==> config.mk <==
export PLATFORM = sky130hd
export DESIGN_NAME = rf_writeback_arbiter
export DESIGN_NICKNAME = d
export VERILOG_FILES = /design/src/rtl/rf_writeback_arbiter.sv
export SDC_FILE = /design/constraint.sdc
export NUM_CORES = 1
export LEC_CHECK = 0
export CAP_MARGIN = 20
export CORE_MARGIN = 4
export CORE_UTILIZATION = 35
export CTS_CLUSTER_DIAMETER = 150
export DETAILED_ROUTE_END_ITERATION = 8
export DONT_BUFFER_PORTS = 1
export GPL_TIMING_DRIVEN = 0
export SKIP_CTS_REPAIR_TIMING = 1
export SYNTH_ARGS = -nofsm -noshare
export SYNTH_HDL_FRONTEND = slang
export SYNTH_SLANG_ARGS = --single-unit
==> constraint.sdc <==
create_clock -name clk -period 1.7 [get_ports clk]
set_input_delay 0.425 -clock clk [delete_from_list [all_inputs] [get_ports clk]]
set_output_delay 0.425 -clock clk [all_outputs]
set_load 0.05 [all_outputs]
==> src/rtl/rf_writeback_arbiter.sv <==
// Register-file writeback arbiter: merges ALU (src0) and load-unit (src1)
// results through one-entry holding registers into a single registered
// write port, and exports a busy mask for issue-stage scoreboarding.
// Optional feature macro: RF_WB_BYPASS_EN adds a two-port writeback bypass.
module rf_writeback_arbiter #(
  parameter int unsigned XLEN  = 32,
  parameter int unsigned RBITS = 5
) (
  input  logic                    clk,
  input  logic                    rst_n,
`ifdef RF_WB_BYPASS_EN
  input  logic [RBITS-1:0]        byp_rs_a,
  input  logic [RBITS-1:0]        byp_rs_b,
  output logic                    byp_hit_a,
  output logic                    byp_hit_b,
  output logic [XLEN-1:0]         byp_data_a,
  output logic [XLEN-1:0]         byp_data_b,
`endif
  input  logic                    s0_valid,
  output logic                    s0_ready,
  input  logic [RBITS-1:0]        s0_rd,
  input  logic [XLEN-1:0]         s0_data,
  input  logic                    s1_valid,
  output logic                    s1_ready,
  input  logic [RBITS-1:0]        s1_rd,
  input  logic [XLEN-1:0]         s1_data,
  output logic [RBITS-1:0]        wb_rd,
  output logic [XLEN-1:0]         wb_data,
  output logic [(2**RBITS)-1:0]   busy_mask
);

  localparam int unsigned NREG = 2 ** RBITS;

  // Holding registers, age flag and write-port registers
  logic             h0_v_q, h0_v_d;
  logic [RBITS-1:0] h0_rd_q, h0_rd_d;
  logic [XLEN-1:0]  h0_data_q, h0_data_d;
  logic             h1_v_q, h1_v_d;
  logic [RBITS-1:0] h1_rd_q, h1_rd_d;
  logic [XLEN-1:0]  h1_data_q, h1_data_d;
  logic             older_q, older_d;
  logic [RBITS-1:0] wb_rd_q, wb_rd_d;
  logic [XLEN-1:0]  wb_data_q, wb_data_d;

  logic g0, g1;
  logic acc0, acc1;
  logic ld0, ld1;

  // Oldest-first grant between the two holding registers
  always_comb begin
    g0 = h0_v_q && (!h1_v_q || !older_q);
    g1 = h1_v_q && (!h0_v_q ||  older_q);
  end

  // Ready when the entry is empty or drains this cycle; never during reset
  always_comb begin
    s0_ready = rst_n && (!h0_v_q || g0);
    s1_ready = rst_n && (!h1_v_q || g1);
    acc0     = s0_valid && s0_ready;
    acc1     = s1_valid && s1_ready;
    ld0      = acc0 && (s0_rd != '0);
    ld1      = acc1 && (s1_rd != '0);
  end

  // Next-state: holding registers, age tracking and write port
  always_comb begin
    h0_v_d    = h0_v_q;
    h0_rd_d   = h0_rd_q;
    h0_data_d = h0_data_q;
    h1_v_d    = h1_v_q;
    h1_rd_d   = h1_rd_q;
    h1_data_d = h1_data_q;
    older_d   = older_q;
    wb_rd_d   = '0;
    wb_data_d = wb_data_q;

    if (g0) h0_v_d = 1'b0;
    if (ld0) begin
      h0_v_d    = 1'b1;
      h0_rd_d   = s0_rd;
      h0_data_d = s0_data;
    end

    if (g1) h1_v_d = 1'b0;
    if (ld1) begin
      h1_v_d    = 1'b1;
      h1_rd_d   = s1_rd;
      h1_data_d = s1_data;
    end

    // The entry that was not freshly loaded is the older one; tie goes to src0
    if (h0_v_d && h1_v_d) begin
      if (ld0 && ld1)  older_d = 1'b0;
      else if (ld0)    older_d = 1'b1;
      else if (ld1)    older_d = 1'b0;
    end

    if (g0) begin
      wb_rd_d   = h0_rd_q;
      wb_data_d = h0_data_q;
    end else if (g1) begin
      wb_rd_d   = h1_rd_q;
      wb_data_d = h1_data_q;
    end
  end

  // State registers with synchronous active-low reset
  always_ff @(posedge clk) begin
    if (!rst_n) begin
      h0_v_q    <= 1'b0;
      h0_rd_q   <= '0;
      h0_data_q <= '0;
      h1_v_q    <= 1'b0;
      h1_rd_q   <= '0;
      h1_data_q <= '0;
      older_q   <= 1'b0;
      wb_rd_q   <= '0;
      wb_data_q <= '0;
    end else begin
      h0_v_q    <= h0_v_d;
      h0_rd_q   <= h0_rd_d;
      h0_data_q <= h0_data_d;
      h1_v_q    <= h1_v_d;
      h1_rd_q   <= h1_rd_d;
      h1_data_q <= h1_data_d;
      older_q   <= older_d;
      wb_rd_q   <= wb_rd_d;
      wb_data_q <= wb_data_d;
    end
  end

  assign wb_rd   = wb_rd_q;
  assign wb_data = wb_data_q;

  // Busy mask: held destinations plus the one on the write port; r0 never busy
  always_comb begin
    busy_mask = '0;
    for (int unsigned r = 1; r < NREG; r++) begin
      busy_mask[r] = (h0_v_q && (h0_rd_q == RBITS'(r))) ||
                     (h1_v_q && (h1_rd_q == RBITS'(r))) ||
                     (wb_rd_q == RBITS'(r));
    end
  end

`ifdef RF_WB_BYPASS_EN
  // Forward the value the register file commits at the next edge
  always_comb begin
    byp_hit_a  = (byp_rs_a == wb_rd_q) && (wb_rd_q != '0);
    byp_hit_b  = (byp_rs_b == wb_rd_q) && (wb_rd_q != '0);
    byp_data_a = wb_data_q;
    byp_data_b = wb_data_q;
  end
`endif

endmodule

Word-level counts from Yosys, hierarchy flattened
Index checks and enable logic that the tools add are counted.

Equal/unequal tests: 93. Multiplexer cells: 11. Reduce and logical (&&, ||, !) cells: 146.

Operators with widths (number): equality test 5 bit (second input constant) (48); equality test 5 x 4 -> 1 bit (second input constant) (24); logical AND 1 bit (72); logical OR 1 bit (66); 2-to-1 mux 32 bit (2); equality test 5 x 3 -> 1 bit (second input constant) (12); equality test 5 x 2 -> 1 bit (second input constant) (6); equality test 5 x 1 -> 1 bit (second input constant) (3); 2-to-1 mux 5 bit (2); nonzero test 5 bit (2); 2-to-1 mux 1 bit (7); zero test 1 bit (3); nonzero test 3 bit (1); AND reduction 2 bit (1); nonzero test 2 bit (1).

Bits in registers: 114. Output and inout port bits: 71. Word-level logic and storage cells: 259.

Longest topological paths before layout
Depth in word-level cells: 10. Mapped depth: 7. Depth with buffers taken out: 4.

Worst setup path before layout
OpenSTA, ideal clock, no wires.

Path type: reg2out. From: register wb_rd_q[4], in the netlist wb_rd[4]. To: output port busy_mask[16]. Data arrival time: 1.610 ns. Data required time: 1.275 ns. Path slack: -0.335 ns. Cell stages (with the launch flop): 4. Path buffers: 0. Path through: dfxtp_1 nor3b_1 a22oi_1 nand2_1.

Cells in the longest elaborated chain, start to end: 2.

RTL lines: from (decl) (line 42) `logic [RBITS-1:0] wb_rd_q, wb_rd_d;`; from (signal assigned) (line 127) `wb_rd_q <= wb_rd_d;`; equality test 5 bit (line 141) `(wb_rd_q == RBITS'(r));`; logical OR 1 bit (line 140) `(h1_v_q && (h1_rd_q == RBITS'(r))) ||`; to (decl) (line 29) `output logic [(2**RBITS)-1:0] busy_mask`.

Every way passes these cells.

Worst setup path in the final report
From: register wb_rd_q[3], in the netlist wb_rd[3]. To: output port busy_mask[24].

The elaborated chain is that of the path after synthesis.

==> impl_metrics.py <==
metrics = {
    "timing": {
        "fin_crit_sh": 1.25,
        "setup_violations": 33,
        "slew_headroom": 0.624,
        "fin_skew_ns": 0.00830,
        "fin_ws_ns": -0.424,
        "slew_viol_final": 0,
        "max_freq_ghz": 0.471,
        "timing.setup.tns_ns": -10.80,
        "rsz0062_at_grt": "true",
        "worst_pin_slew_ns": 0.564,
        "hold_viol_final": 0,
        "fin_crit_ns": 2.12,
    },
    "hold_path": {
        "holdCritStartpoint": "s0_data[3]",
        "min_path_type": "input pin to flop",
        "hold_depth": 2,
        "holdPathEnd": "h0_data_q[3]",
    },
    "detailed_routing": {
        "drtIter0Drc": 207,
        "wl_per_cell_um": 19.0,
        "antenna_left": 0,
        "drc": 0,
        "viasPerCell": 5.40,
        "finalWirelength_mm": 16.6,
        "num_vias": 4737,
        "drtPass1Iterations": 5,
    },
    "clock_tree": {
        "cts.htree.levels": 4,
        "cts_tree": "yes",
        "clk_path_buf_depth": 2,
        "cts_sinks": 114,
        "numCtsBuffers": 17,
        "clk_latency_ns": 0.40,
        "cts_root_buf": "clkbuf_16",
        "clkTransAtPathRegs_ns": 0.05,
    },
    "die": {
        "dieArea_um2": 17300,
        "die_h_um": 131,
        "fp.coreArea_um2": 14800,
        "io_pins": 149,
        "chipWidth_um": 131,
        "start_util": 0.362,
        "core.rowCount": 44,
    },
    "critical_path": {
        "ff2ff_setup_slack_ns": 0.14,
        "worst-setup-path-type": "flop to output port",
        "r2r_cells": 9,
        "crit_cells": 4,
        "reg2reg_to": "h1_data_q[19]",
        "cp_num_buf_inv": 1,
        "critical_path.max_fanout": 7,
        "path_cells": "buf_4, and3b_2, a22oi_1, nand2_2",
        "arrival_ns": 1.70,
        "r2r-start": "h1_v_q",
        "worst-endpoint-required_ns": 1.27,
        "startpoint_type": "flop",
        "critPathMaxStageDelay_ns": 0.51,
        "cp_slowest_cell": "dfxtp_4",
        "crit_path_end_kind": "output port",
        "path_delay_family": "flip-flops",
        "cp-startpoint": "wb_rd[3]",
    },
    "placed_design": {
        "dp_hpwl_mm": 11.7,
        "numPortBuffers": 0,
        "routabilityCongestion": 0.903,
        "dpl_worst_slack_ns": -0.324,
        "placed_cell_area_um2": 5670,
    },
    "yosys": {
        "ys_seq_area_frac": 0.428,
        "syn_avg_cell_area_um2": 8.16,
        "ys_types": 38,
        "netlist_area_um2": 5330,
        "ys_async_sr_fraction": 0,
        "synth_edf_count": 0,
        "synth_cells": 654,
        "ys_warn_count": 0,
        "synth-main-ff-cell": "dfxtp_1",
        "postSynthNetCount": 732,
        "synth_seq_cells": 114,
    },
    "global_route": {
        "gr-total-overflow": 0,
        "antenna_found_initial": 0,
        "grt_max_degree": 17,
        "grt_first_pass_wirelength_mm": 24.9,
        "grt_pass1_vias": 4726,
        "gr-usage-all-layers": 0.178,
    },
    "power": {
        "cellLeakagePower_nw": 3.11,
        "power_density_nw_per_um2": 1090,
        "ir_drop_v": 0.000576,
    },
    "final_layout": {
        "drive_gt1_frac": 0.299,
        "antennaDiodeCount": 0,
        "fillers": 1463,
        "final_area_um2": 6820,
        "num-nets-final": 759,
        "syn_to_final_growth_pct": 27.9,
    },
    "job": {
        "drv_cap": 0,
    },
    "status": {
        "violations": "setup timing",
        "status": "finished, violations left",
    },
}
stage by stage:
| stage | power, mW | hold slack (ns) | instances | util |
|---|---|---|---|---|
| 2_1_floorplan | 3.75 | 0.434 | 654 | - |
| 3_3_place_gp | 3.92 | 0.442 | 838 | 0.384 |
| 3_5_place_dp | 3.95 | 0.446 | 838 | 0.384 |
| 4_1_cts | 7.39 | 0.110 | 869 | 0.423 |
| 5_1_grt | 7.68 | 0.113 | 877 | 0.462 |
| 6_report | 7.41 | 0.126 | 877 | 0.462 |
flip-flops by register name, indices dropped and copies added (netlist names):
name / cells
older_q: 1
h1_rd_q: 5
h0_v_q: 1
h1_v_q: 1
wb_rd: 5
h1_data_q: 32
h0_data_q: 32
wb_data: 32
h0_rd_q: 5
worst register-to-register path: stages, from the launching register on:
cell	delay, ns
dfxtp_2	0.33
buf_6	0.12
buf_6	0.11
nand3b_1	0.09
buf_4	0.14
o2111ai_4	0.15
buf_6	0.19
buf_6	0.15
nand3_1	0.08
o21ai_0	0.08
cell usage after synthesis, types with 11 or more instances:
| cell type | count | area share |
|---|---|---|
| nand2_1 | 172 | 0.12 |
| dfxtp_1 | 114 | 0.43 |
| nand3_1 | 67 | 0.063 |
| inv_1 | 40 | 0.028 |
| a22oi_1 | 35 | 0.049 |
| mux2i_1 | 32 | 0.060 |
| o211a_1 | 32 | 0.060 |
| clkbuf_1 | 26 | 0.018 |
| o21ai_1 | 16 | 0.015 |
| buf_2 | 14 | 0.013 |
| nor2_1 | 12 | 0.0084 |
| nor2b_1 | 11 | 0.013 |
| o21ai_0 | 11 | 0.010 |
per-layer routing:
metal,part of all wire,GRT usage,vias to the layer above
li1,-,-,2280
met1,0.41,0.207,2280
met2,0.50,0.309,164
met3,0.074,0.0650,13
met4,0.011,0.0473,0
met5,0,0,-
cells in the final DEF, fill, tap and decap left out, types with 2 or more instances in the layout:
cell       netlist  final
and2_4           0      3
a22oi_2          0     16
nand2_2          0     22
nor3_2           0      3
clkbuf_8         0      4
inv_1           40     39
nor2b_1         11      9
clkbuf_16        0     17
buf_6            7     13
clkbuf_2         1      5
dfxtp_4          0      9
nor2b_4          0      2
o21ai_2         10     10
o21ai_1         16     16
and3b_2          0      2
buf_2           14     12
nor2_2           0     10
a22oi_1         35     19
dfxtp_2          0      6
bufinv_16        0      2
nand2_4          0     19
o21ai_0         11     11
nand3_1         67     67
nor2_4           0      2
clkinv_2         0      3
nor3b_4          0      4
and2_1           5      2
dfxtp_1        114     99
buf_1            1      2
buf_4            4     17
a21boi_0         4      4
nand3_2         10     10
o211a_1         32     32
nor3_4           0      3
nand2_1        172    131
clkbuf_1        26     15
mux2i_1         32     32
area by class of cell:
class	instances	area (um^2)	area share
Multi-Input combinational cell	446	3100	0.454
Sequential cell	114	2320	0.341
Clock buffer	26	499	0.0732
Buffer	47	314	0.0460
Tap cell	184	230	0.0337
Inverter	40	150	0.0220
Timing Repair Buffer	15	133	0.0194
Clock inverter	5	75.1	0.0110
how the worst max path moves through the flow:
stage	endpoint
after floorplan	busy_mask[8]
after CTS	busy_mask[8]
final	busy_mask[24]
after global routing	busy_mask[12]
after global placement	busy_mask[8]
after detailed placement	busy_mask[8]
cells by family after synthesis:
kind of cell	share of synthesized area
buf+inv	0.0844
mux	0.0601
compound gates	0.168
flops	0.428
simple gates	0.259
other cells	0.000703
power by group:
group / total, mW / internal [mW] / leakage (nW) / switching [mW]
Clock: 3.44 / 2.30 / 0.284 / 1.14
Sequential: 3.25 / 2.87 / 0.949 / 0.377
Combinational: 0.727 / 0.282 / 1.88 / 0.445
Total: 7.41 / 5.45 / 3.11 / 1.96
Note: power is estimated with default switching activity, not from simulation.
